===== src/rtl/uart_tx_ctrl_if.sv =====
// Host-side word handshake into the UART transmit sequencer.
// The host drives data/valid; the sequencer answers with ready.
interface uart_tx_ctrl_if #(
  parameter int DATA_WIDTH = 8
);
  logic [DATA_WIDTH-1:0] tx_data;
  logic                  tx_valid;
  logic                  tx_ready;

  modport master (output tx_data, output tx_valid, input tx_ready);
  modport slave  (input tx_data, input tx_valid, output tx_ready);
endinterface


===== src/rtl/uart_tx_ctrl.sv =====
// UART transmit sequencer: start bit, LSB-first data, optional parity, 1 or 2 stop bits.
// Frame settings are captured at accept so host-side changes never disturb a frame on the wire.
module uart_tx_ctrl #(
  parameter int DATA_WIDTH = 8,
  parameter int DIV_WIDTH  = 16
) (
  input  logic                 clk,
  input  logic                 reset,
  uart_tx_ctrl_if.slave        host,
  input  logic [DIV_WIDTH-1:0] baud_div_i,
  input  logic                 parity_en_i,
  input  logic                 parity_odd_i,
  input  logic                 two_stop_i,
  output logic                 tx_o,
  output logic                 busy_o,
  output logic                 frame_done_o
);

  localparam int BIT_W = (DATA_WIDTH > 1) ? $clog2(DATA_WIDTH) : 1;
  localparam logic [BIT_W-1:0] LAST_BIT = BIT_W'(DATA_WIDTH - 1);

  localparam logic [2:0] IDLE   = 3'd0;
  localparam logic [2:0] START  = 3'd1;
  localparam logic [2:0] DATA   = 3'd2;
  localparam logic [2:0] PARITY = 3'd3;
  localparam logic [2:0] STOP   = 3'd4;

  logic [2:0]            state_q, state_d;
  logic [DIV_WIDTH-1:0]  baud_q, baud_d;
  logic [DIV_WIDTH-1:0]  div_q, div_d;
  logic [BIT_W-1:0]      bit_q, bit_d;
  logic [DATA_WIDTH-1:0] shift_q, shift_d;
  logic                  par_en_q, par_en_d;
  logic                  parity_q, parity_d;
  logic                  two_stop_q, two_stop_d;
  logic                  tx_q, tx_d;
  logic                  ready_q, ready_d;
  logic                  busy_q, busy_d;
  logic                  done_q, done_d;
  logic                  wrap;

  assign wrap          = (baud_q == div_q);
  assign host.tx_ready = ready_q;
  assign tx_o          = tx_q;
  assign busy_o        = busy_q;
  assign frame_done_o  = done_q;

  // tx_d is the line level for the cycle after this edge, so the shifter
  // pops the next data bit at the wrap that ends the previous bit.
  always_comb begin
    state_d    = state_q;
    baud_d     = baud_q;
    div_d      = div_q;
    bit_d      = bit_q;
    shift_d    = shift_q;
    par_en_d   = par_en_q;
    parity_d   = parity_q;
    two_stop_d = two_stop_q;
    tx_d       = tx_q;
    done_d     = 1'b0;

    case (state_q)
      IDLE: begin
        tx_d = 1'b1;
        if (host.tx_valid && ready_q) begin
          shift_d    = host.tx_data;
          div_d      = baud_div_i;
          par_en_d   = parity_en_i;
          parity_d   = (^host.tx_data) ^ parity_odd_i;
          two_stop_d = two_stop_i;
          baud_d     = '0;
          bit_d      = '0;
          tx_d       = 1'b0;
          state_d    = START;
        end
      end
      START: begin
        if (wrap) begin
          baud_d  = '0;
          tx_d    = shift_q[0];
          shift_d = shift_q >> 1;
          state_d = DATA;
        end else begin
          baud_d = baud_q + 1'b1;
        end
      end
      DATA: begin
        if (wrap) begin
          baud_d = '0;
          if (bit_q == LAST_BIT) begin
            bit_d = '0;
            if (par_en_q) begin
              tx_d    = parity_q;
              state_d = PARITY;
            end else begin
              tx_d    = 1'b1;
              state_d = STOP;
            end
          end else begin
            bit_d   = bit_q + 1'b1;
            tx_d    = shift_q[0];
            shift_d = shift_q >> 1;
          end
        end else begin
          baud_d = baud_q + 1'b1;
        end
      end
      PARITY: begin
        if (wrap) begin
          baud_d  = '0;
          tx_d    = 1'b1;
          state_d = STOP;
        end else begin
          baud_d = baud_q + 1'b1;
        end
      end
      STOP: begin
        if (wrap) begin
          baud_d = '0;
          // bit_q doubles as the stop-bit counter once DATA is finished
          if (two_stop_q && (bit_q == '0)) begin
            bit_d = BIT_W'(1);
          end else begin
            bit_d   = '0;
            done_d  = 1'b1;
            tx_d    = 1'b1;
            state_d = IDLE;
          end
        end else begin
          baud_d = baud_q + 1'b1;
        end
      end
      default: begin
        tx_d    = 1'b1;
        baud_d  = '0;
        bit_d   = '0;
        state_d = IDLE;
      end
    endcase

    ready_d = (state_d == IDLE);
    busy_d  = (state_d != IDLE);
  end

  always_ff @(posedge clk or negedge reset) begin
    if (!reset) begin
      state_q    <= IDLE;
      baud_q     <= '0;
      div_q      <= '0;
      bit_q      <= '0;
      shift_q    <= '0;
      par_en_q   <= 1'b0;
      parity_q   <= 1'b0;
      two_stop_q <= 1'b0;
      tx_q       <= 1'b1;
      ready_q    <= 1'b1;
      busy_q     <= 1'b0;
      done_q     <= 1'b0;
    end else begin
      state_q    <= state_d;
      baud_q     <= baud_d;
      div_q      <= div_d;
      bit_q      <= bit_d;
      shift_q    <= shift_d;
      par_en_q   <= par_en_d;
      parity_q   <= parity_d;
      two_stop_q <= two_stop_d;
      tx_q       <= tx_d;
      ready_q    <= ready_d;
      busy_q     <= busy_d;
      done_q     <= done_d;
    end
  end

endmodule


===== src/flat_wrapper.sv =====
// flat-port wrapper written by rule: the top's interface ports become plain ports
module uart_tx_ctrl_flat 
#(
  parameter int DATA_WIDTH = 8,
  parameter int DIV_WIDTH  = 16
)
  (clk, reset, baud_div_i, parity_en_i, parity_odd_i, two_stop_i, tx_o, busy_o, frame_done_o, host_tx_data, host_tx_valid, host_tx_ready);
  uart_tx_ctrl_if #(.DATA_WIDTH(DATA_WIDTH)) host_i ();
  input  logic clk;
  input  logic reset;
  input  logic [DIV_WIDTH-1:0] baud_div_i;
  input  logic parity_en_i;
  input  logic parity_odd_i;
  input  logic two_stop_i;
  output logic tx_o;
  output logic busy_o;
  output logic frame_done_o;
  input wire logic [$bits(host_i.tx_data)-1:0] host_tx_data;
  input wire logic [$bits(host_i.tx_valid)-1:0] host_tx_valid;
  output wire logic [$bits(host_i.tx_ready)-1:0] host_tx_ready;
  assign host_i.tx_data = host_tx_data;
  assign host_i.tx_valid = host_tx_valid;
  assign host_tx_ready = host_i.tx_ready;
  uart_tx_ctrl #(.DATA_WIDTH(DATA_WIDTH), .DIV_WIDTH(DIV_WIDTH)) u_core (.clk(clk), .reset(reset), .host(host_i), .baud_div_i(baud_div_i), .parity_en_i(parity_en_i), .parity_odd_i(parity_odd_i), .two_stop_i(two_stop_i), .tx_o(tx_o), .busy_o(busy_o), .frame_done_o(frame_done_o));
endmodule

===== config.mk =====
export PLATFORM = sky130hd
export DESIGN_NAME = uart_tx_ctrl_flat
export DESIGN_NICKNAME = d
export VERILOG_FILES = /design/src/rtl/uart_tx_ctrl_if.sv /design/src/rtl/uart_tx_ctrl.sv /design/src/flat_wrapper.sv
export SDC_FILE = /design/constraint.sdc
export NUM_CORES = 1
export LEC_CHECK = 0
export BUFFER_PORTS_ARGS = -buffer_cell sky130_fd_sc_hd__buf_2
export CAP_MARGIN = 25
export CELL_PAD_IN_SITES_DETAIL_PLACEMENT = 0
export CELL_PAD_IN_SITES_GLOBAL_PLACEMENT = 2
export CORE_MARGIN = 2
export CORE_UTILIZATION = 38
export CTS_BUF_LIST = sky130_fd_sc_hd__clkbuf_4 sky130_fd_sc_hd__clkbuf_8
export DETAILED_ROUTE_END_ITERATION = 10
export GPL_TIMING_DRIVEN = 0
export PLACE_DENSITY_LB_ADDON = 0.1
export SYNTH_ARGS = -nofsm -noshare
export SYNTH_HDL_FRONTEND = slang
export SYNTH_SLANG_ARGS = --single-unit

===== constraint.sdc =====
create_clock -name clk -period 2.9 [get_ports clk]
set_clock_uncertainty 0.15 [all_clocks]
set_input_delay 0.58 -clock clk [delete_from_list [all_inputs] [get_ports clk]]
set_output_delay 0.58 -clock clk [all_outputs]
set_load 0.05 [all_outputs]

# Word level (Yosys, flattened, before mapping)
# Index checks and enable logic that the tools add are counted.
[word_totals]
regBits = 53
output_inout_bits = 4
elab_cells = 78
[op_classes]
add_sub_neg = 2
eq_ne = 13
muxes = 35
bitwise = 2
n_reduce_logical = 14
[ops]
columns = ["operator", "n"]
rows = [
  ["3-bit 2-to-1 mux", 12],
  ["16-bit 2-to-1 mux", 2],
  ["8-bit 2-to-1 mux", 4],
  ["16-bit one-hot mux with 2 select lines", 1],
  ["8-bit one-hot mux with 3 select lines", 1],
  ["16-bit by 1-bit adder with 16-bit output (second input constant)", 1],
  ["16-bit == test", 1],
  ["3-bit one-hot mux with 5 select lines", 1],
  ["1-bit 2-to-1 mux", 12],
  ["3-bit one-hot mux with 4 select lines", 1],
  ["2-bit by 1-bit != test with 1-bit output (second input constant)", 5],
  ["5-bit AND reduction", 2],
  ["3-bit logical NOT", 3],
  ["8-bit XOR reduction", 1],
  ["3-bit by 2-bit == test with 1-bit output (second input constant)", 2],
  ["3-bit == test (second input constant)", 2],
  ["3-bit nonzero test", 2],
  ["1-bit one-hot mux with 5 select lines", 1],
  ["2-bit != test (second input constant)", 2],
  ["4-bit AND reduction", 1],
  ["4-bit OR reduction", 1],
  ["3-bit by 1-bit adder with 3-bit output (second input constant)", 1],
  ["3-bit by 1-bit == test with 1-bit output (second input constant)", 1],
  ["1-bit logical AND", 2],
  ["4 further kinds", 4],
]

# Logic depth before layout (Yosys ltp)
# Gate-level depths: netlist of the first run.
[logic_depth]
ltp_word = 6
depth_mapped = 9
ltp_nobuf = 8

# Worst setup path after synthesis of the first run
# No wires, ideal clock.
[synth_timing]
path_kind = "register -> register"
startpoint = "register u_core.baud_q[2]"
endpoint = "register u_core.shift_q[0]"
setup_time_ns = 0.125
t_arrival_ns = 1.742
t_required_ns = 2.625
slack_ns = 0.883
path_stages_with_launch = 9
path_buffers = 2
path_cell_list = "dfrtp_1 -> buf_6 -> xnor2_2 -> nand4_1 -> nor4_2 -> buf_6 -> a21oi_4 -> nor2_8 -> mux2_4"
[synth_between]
elab_chain_len = 3
elab_cells_between_ends = 4
classes_between = "3 x eq/ne; 1 x reduce/logical"
[synth_rtl]
columns = ["element", "line", "source"]
rows = [
  ["from (decl)", "uart_tx_ctrl.sv:29", "logic [DIV_WIDTH-1:0] baud_q, baud_d;"],
  ["from (signal assigned)", "uart_tx_ctrl.sv:161", "baud_q <= baud_d;"],
  ["16-bit == test (*)", "uart_tx_ctrl.sv:42", "assign wrap = (baud_q == div_q);"],
  ["2-bit by 1-bit != test with 1-bit output (no line)", "--", ""],
  ["5-bit AND reduction (no line) (*)", "--", ""],
  ["to (signal assigned)", "uart_tx_ctrl.sv:164", "shift_q <= shift_d;"],
  ["to (decl)", "uart_tx_ctrl.sv:32", "logic [DATA_WIDTH-1:0] shift_q, shift_d;"],
]
# Every way passes the cells marked *; elsewhere a longest branch is shown, timed or not.
# A chain may end at the register's enable or synchronous reset.

# Worst setup path in the final report of the first run
[layout_timing]
startpoint = "register u_core.baud_q[4]"
endpoint = "register u_core.shift_q[2]"
# The elaborated chain is that of the path after synthesis.

==> implementation parameters, run 1 <==
Parameter                              Value

Status
  Result of the run    finished clean

Worst setup path
  Maximum single-stage delay on the critical path    0.44 ns
  Type of destination of the critical path    flop
  Largest driver fanout on the critical path    10
  Req. time, crit path    2.94 ns
  WP depth    7
  Cells traversed along the worst timing path    xnor2_1 -> nand4_1 -> nor4_2 -> buf_6 -> a21oi_4 -> nor2_8 -> mux2_4
  Buffers plus inverters on the worst setup path    1
  Class of the most critical setup path    reg2reg
  Number of cells on the worst reg-to-reg path    7
  Crit path launch type    flop
  Slowest-stage cell, CP    sky130_fd_sc_hd__dfrtp_1
  CP arrival    2.35 ns
  Kind of cell with the highest combined delay on the critical path    simple AND/OR/NAND/NOR gates

Die
  Placeable Area    7210 µm²
  Die footprint    8120 µm²
  Die extent in x    90.1 µm
  Total number of placement rows    31
  Initial standard-cell utilization of the core    0.391
  Die height    90.1 µm
  I/O Pins    34

Synth
  Share of synthesized cell area in full adder, half adder and majority cells    0.0178
  Yosys warning count    0
  Sequential share of the synthesized area    0.472
  Share of flip-flops with an asynchronous set or reset after synthesis    1.00
  Simple-gate portion of the synthesized area    0.205
  Share of synthesized area spent on multiplexers    0.0764
  Synthesized-area fraction occupied by xor and xnor cells    0.127
  Count of state elements after synthesis    53
  Number of different library cells in the post-synthesis netlist    46
  Flip-flop cell with the highest count after synthesis    sky130_fd_sc_hd__dfrtp_1
  Combinational family with the most area after synthesis    simple AND/OR/NAND/NOR gates
  Count of mapped cells out of synthesis    283
  Synthesized-area fraction occupied by ao, oa, aoi and oai cells    0.0679
  Post-synthesis area per instance    9.96 µm²
  Share of the synthesized area in the top cell type    0.453
  Net count after synthesis    317
  Leading area contributor after synthesis    sky130_fd_sc_hd__dfrtp_1
  Most common cell in the netlist    sky130_fd_sc_hd__nand2_1
  Post-synth top cells    64 x sky130_fd_sc_hd__nand2_1, 51 x sky130_fd_sc_hd__dfrtp_1, 28 x sky130_fd_sc_hd__xnor2_1
  Ranking of synthesized cells by area    sky130_fd_sc_hd__dfrtp_1 45%, sky130_fd_sc_hd__xnor2_1 8.7%, sky130_fd_sc_hd__nand2_1 8.5%
  EDFF count, synth    0
  Total standard cell area after synthesis    2820 µm²

Route
  Wire length per cell    14.4 µm
  Post-DRT Antenna Nets    0
  Via count    1990
  Wire length after detailed routing    6080 µm
  Vias per inst    4.70
  Number of remaining DRC errors    0
  Number of DRC violations after detailed-routing iteration 0    83
  DR pass1 iterations    4

CTS
  Cts hold-fix bufs    0
  Clock-pin transition on the worst setup and hold timing paths    0.10 ns
  Clock root buffer    sky130_fd_sc_hd__clkbuf_8
  TritonCTS clock tree    done
  Number of buffers inserted during clock tree synthesis    5
  Clk Latency, worst-skew pair    0.30 ns
  Sinks on Clock Net    53
  Setup fix buffers added after clock tree synthesis    0
  Clock Tree Buf Depth    2
  CTS H-tree depth    2
  Post-CTS sizing    0

Layout
  Footprint of the multi-input gates    1390 µm²
  Flip-flop and latch area    1330 µm²
  Fraction of layout instances using a drive strength above 1    0.225
  Area growth from synthesis to final layout    14.7%
  Net count of the finished layout    358
  Number of filler instances in the final layout    766
  Utilization after layout    0.448
  Antenna cell count    0

Run
  Number of maximum-capacitance violations    0

Global route
  Global-route congestion overflow total    0
  Antenna violations before repair    0
  Global-route wire length before repair    10900 µm
  Number of global-route vias before repair    2165
  Pin count of the biggest net entering global routing    28
  Global routing usage summed across all routing layers    0.167

Power and ir drop
  Leak Pwr    1.44 nW
  Peak supply drop    0.266 mV
  Power density over the cells    801 nW/µm²

STA
  Final-report setup violation count    0
  Relative slew margins    0.574
  RSZ-0062 raised after global routing    false
  Final hold violation count    0
  Slew Limit Fails    0
  Setup TNS    0 ns
  Final worst-path cycle share    0.797
  Actual transition at the worst max-transition pin    0.639 ns
  Shortest clock period the worst path allows after layout    2.31 ns
  Fmax    433 MHz
  Worst hold margin    0.147 ns

Worst hold path
  Min-delay worst type    in2async

Placed design
  Routability congestion estimate from global placement    0.743
  HPWL after detailed placement    4550 µm
  Number of input and output port buffers inserted    33
area by class of cell:
cell class / instances / share of cell area
Multi-Input combinational cell: 210 / 0.431
Sequential cell: 53 / 0.411
Timing Repair Buffer: 34 / 0.0573
Tap cell: 99 / 0.0383
Clock buffer: 5 / 0.0213
Buffer: 12 / 0.0209
Clock inverter: 2 / 0.0108
Inverter: 8 / 0.00930
kinds of logic (layout without fill, tap and decap cells):
logic type / Yosys count / after routing
xor+xnor: 40 / 40
flops: 53 / 53
compound gates: 26 / 26
mux: 17 / 17
buf+inv: 20 / 61
fa+ha+maj: 4 / 4
simple gates: 123 / 123
layer usage:
| layer | GRT usage | vias up | part of all wire | routed length (µm) |
|---|---|---|---|---|
| met1 | 0.248 | 922 | 0.52 | 3140 |
| met4 | 0.0397 | 0 | 0.0063 | 38 |
| li1 | - | 1021 | - | - |
| met5 | 0 | - | 0 | 0 |
| met2 | 0.253 | 45 | 0.43 | 2600 |
| met3 | 0.0335 | 2 | 0.050 | 301 |
worst paths after layout:
kind | slack, ns | to | start
max | 0.59 | u_core.shift_q[2] | u_core.baud_q[4]
min in group clk | 0.31 | u_core.div_q[12] | baud_div_i[12]
min reg2reg | 0.34 | u_core.parity_q | u_core.parity_q
max in group asynchronous | 1.89 | u_core.div_q[8] | reset
min | 0.15 | u_core.div_q[4] | reset
max reg2reg | 0.59 | u_core.shift_q[2] | u_core.baud_q[4]
worst reg2reg max path, stage by stage, from the launching register on:
cell	delay [ns]
sky130_fd_sc_hd__dfrtp_1	0.44
sky130_fd_sc_hd__xnor2_1	0.22
sky130_fd_sc_hd__nand4_1	0.19
sky130_fd_sc_hd__nor4_2	0.38
sky130_fd_sc_hd__buf_6	0.21
sky130_fd_sc_hd__a21oi_4	0.09
sky130_fd_sc_hd__nor2_8	0.20
sky130_fd_sc_hd__mux2_4	0.32
layout by cell type, fill, tap and decap left out, drive strengths merged, types with 8 or more instances in the layout:
master | netlist | layout
xor2 | 11 | 11
inv | 8 | 8
dfrtp | 51 | 51
o21ai | 10 | 10
nand3 | 10 | 10
xnor2 | 29 | 29
nor2 | 23 | 23
nand2 | 65 | 65
buf | 6 | 40
clkbuf | 6 | 11
mux2 | 15 | 15
where the power goes:
group          switching (W)  internal [W]  leakage (nW)
Combinational       0.000466      0.000470         0.757
Sequential          0.000177      0.000983         0.630
Clock               0.000241      0.000252        0.0540
state kept, by name, summed over array words and instances, names as in the netlist, 3 cells and up:
signal,count
u_core.state_q,3
u_core.shift_q,8
u_core.baud_q,16
u_core.div_q,16
u_core.bit_q,3
through the flow:
stage	cells	cell area [µm²]	worst slack (ns)	total power, W
floorplan	283	2820	0.883	0.00188
global placement	415	3110	0.490	0.00211
detailed placement	416	3130	0.497	0.00212
CTS	423	3230	0.561	0.00264
global route	423	3230	0.453	0.00281
finish	423	3230	0.588	0.00259
Power figures use the tool's default switching activity.
==> inputs of run 2 (changes only) <==
==> constraint.sdc (replaced) <==
create_clock -name clk -period 2.4 [get_ports clk]
set_clock_uncertainty 0.15 [all_clocks]
set_input_delay 0.48 -clock clk [delete_from_list [all_inputs] [get_ports clk]]
set_output_delay 0.48 -clock clk [all_outputs]
set_load 0.05 [all_outputs]
==> run 2 against run 1 <==
  * Global-route usage did not move
  * Setup slack got worse by 0.42 ns
  * Highest routed layer unchanged
  * Sequential share of layout area fell by 0.49 points
  * Sequential power rose by 22%
  * Flip-flop and latch count did not move
  * Via count rose by 1.1%
  * Worst hold slack got worse by 0.10 ns
==> implementation parameters, run 2 (same netlist as run 1, synthesis figures left out) <==
Parameter                              Value

STA
  Fmax    448 MHz (was 433 MHz)
  Final worst-path cycle share    0.929 (was 0.797)
  Slew Limit Fails    0 (unchanged)
  Shortest clock period the worst path allows after layout    2.23 ns (was 2.31 ns)
  Final hold violation count    0 (unchanged)
  RSZ-0062 raised after global routing    false (unchanged)
  Relative slew margins    0.573 (was 0.574)
  Setup TNS    0 ns (unchanged)
  Worst hold margin    0.0431 ns (was 0.147 ns)
  Final-report setup violation count    0 (unchanged)
  Actual transition at the worst max-transition pin    0.641 ns (was 0.639 ns)

Placed design
  Post-placement cell count    416 (unchanged)
  Number of input and output port buffers inserted    33 (unchanged)
  Routability congestion estimate from global placement    0.743 (unchanged)
  HPWL after detailed placement    4550 µm (unchanged)

Layout
  Antenna cell count    0 (unchanged)
  Most frequent standard cell in the layout excluding fill and tap cells    sky130_fd_sc_hd__nand2_1 (unchanged)
  Net count of the finished layout    360 (was 358)
  Utilization after layout    0.453 (was 0.448)
  Largest registers    u_core.baud_q x16, u_core.div_q x16, u_core.shift_q x8 (unchanged)
  Fin cells    425 (was 423)
  Commonest cells after routing, fill and taps aside    64 x sky130_fd_sc_hd__nand2_1, 51 x sky130_fd_sc_hd__dfrtp_1, 36 x sky130_fd_sc_hd__buf_2, 26 x sky130_fd_sc_hd__xnor2_1, 21 x sky130_fd_sc_hd__nor2_1 (was 64 x sky130_fd_sc_hd__nand2_1, 51 x sky130_fd_sc_hd__dfrtp_1, 36 x sky130_fd_sc_hd__buf_2, 28 x sky130_fd_sc_hd__xnor2_1, 21 x sky130_fd_sc_hd__nor2_1)
  Number of filler instances in the final layout    762 (was 766)
  Fraction of layout instances using a drive strength above 1    0.236 (was 0.225)
  Area growth from synthesis to final layout    16.0% (was 14.7%)

Power and ir drop
  Power density over the cells    967 nW/µm² (was 801 nW/µm²)
  Leak Pwr    1.48 nW (was 1.44 nW)
  Total power    0.00316 W (was 0.00259 W)
  Peak supply drop    0.321 mV (was 0.266 mV)

Global route
  Pin count of the biggest net entering global routing    28 (unchanged)
  Fraction of met2 tracks used by global routing    0.253 (unchanged)
  Most congested layer reported by global routing    met2 (unchanged)
  Antenna violations before repair    0 (unchanged)
  Global routing usage summed across all routing layers    0.167 (unchanged)
  Number of global-route vias before repair    2165 (unchanged)
  Grt met1 use    0.248 (unchanged)
  Global-route wire length before repair    10900 µm (unchanged)
  Met3 Usage GRT    0.0335 (unchanged)
  Global-route congestion overflow total    0 (unchanged)

CTS
  Clock Tree Buf Depth    2 (unchanged)
  Clock-pin transition on the worst setup and hold timing paths    0.10 ns (about the same)
  CTS H-tree depth    2 (unchanged)
  Number of buffers inserted during clock tree synthesis    5 (unchanged)
  Clock root buffer    sky130_fd_sc_hd__clkbuf_8 (unchanged)
  Cts hold-fix bufs    0 (unchanged)
  TritonCTS clock tree    done (unchanged)
  Sinks on Clock Net    53 (unchanged)
  Clk Latency, worst-skew pair    0.30 ns (about the same)

Worst hold path
  Min-delay worst type    in2async (unchanged)

Run
  Number of maximum-capacitance violations    0 (unchanged)

Route
  Wire length per cell    14.4 µm (about the same)
  Vias per inst    4.73 (was 4.70)
  Wire length after detailed routing    6110 µm (was 6080 µm)
  Number of remaining DRC errors    0 (unchanged)
  Number of DRC violations after detailed-routing iteration 0    79 (was 83)
  Via count    2012 (was 1990)
  DR pass1 iterations    4 (unchanged)
  Post-DRT Antenna Nets    0 (unchanged)

Worst setup path
  Type of destination of the critical path    flop (unchanged)
  Req. time, crit path    2.44 ns (was 2.94 ns)
  Largest driver fanout on the critical path    10 (unchanged)
  Crit path launch type    flop (unchanged)
  Class of the most critical setup path    reg2reg (unchanged)
  CP arrival    2.27 ns (was 2.35 ns)

Die
  Initial standard-cell utilization of the core    0.391 (unchanged)
  Die extent in x    90.1 µm (unchanged)
  Total number of placement rows    31 (unchanged)
  I/O Pins    34 (unchanged)
  Die height    90.1 µm (unchanged)
  Die footprint    8120 µm² (unchanged)
  Placeable Area    7210 µm² (unchanged)

Status
  Result of the run    finished clean (unchanged)
run 2: cell types whose count changed in the layout (fill, tap and decap cells not counted), sizes merged:
cell / delta
buf: +2
run 2: worst paths after layout:
check,from,end,slack [ns],depth (start not counted)
worst min register to register,u_core.parity_q,u_core.parity_q,0.34,2
worst max-delay path,u_core.baud_q[8],u_core.shift_q[2],0.17,7
max in group asynchronous,reset,u_core.div_q[8],1.49,2
worst min-delay path,reset,u_core.state_q[0],0.04,1
worst max register to register,u_core.baud_q[8],u_core.shift_q[2],0.17,7
min in group clk,baud_div_i[12],u_core.div_q[12],0.21,3
run 2: where the power goes:
group	switching (W)	internal [W]
sequential	0.000219	0.00119
combinational	0.000567	0.000588
clock	0.000297	0.000304
total	0.00108	0.00208
run 2: layout make-up:
type                    instances  area, µm²  share of cell area
clock buffers                   5       68.8              0.0210
flip-flops and latches         53       1330               0.406
inverters                       8       30.0             0.00918
plain buffers                  12       67.6              0.0207
well taps                      99        124              0.0379
multi-input cells             210       1420               0.433
repair buffers                 36        200              0.0612
clock inverters                 2       35.0              0.0107
run 2: per-stage QoR:
stage	setup WS, ns	instance area, µm²
floorplan	0.383	2820
global placement	0.0764	3110
detailed placement	0.0878	3130
CTS	0.0607	3230
global route	0.00323	3270
finish	0.170	3270
run 2: layer usage:
metal	up-vias	wire, µm
met5	-	0
met4	0	38
met3	2	274
li1	1025	-
met2	38	2640
met1	947	3160
run 2: repair_timing:
| item | in CTS | in global routing |
|---|---|---|
| resized for setup | 0 | 3 |
| endpoints found under the setup margin | 0 | 17 |
| buffers inserted | 0 | 2 |
| endpoints found under the hold margin | 0 | 0 |
run 2: critical path: stages, from the launching register on:
cell and delay [ns]:
sky130_fd_sc_hd__dfrtp_1 0.44, sky130_fd_sc_hd__xnor2_1 0.18, sky130_fd_sc_hd__nand4_1 0.22, sky130_fd_sc_hd__nor4_4 0.32
sky130_fd_sc_hd__buf_6 0.20, sky130_fd_sc_hd__a21oi_4 0.09, sky130_fd_sc_hd__nor2_8 0.20, sky130_fd_sc_hd__mux2_4 0.32
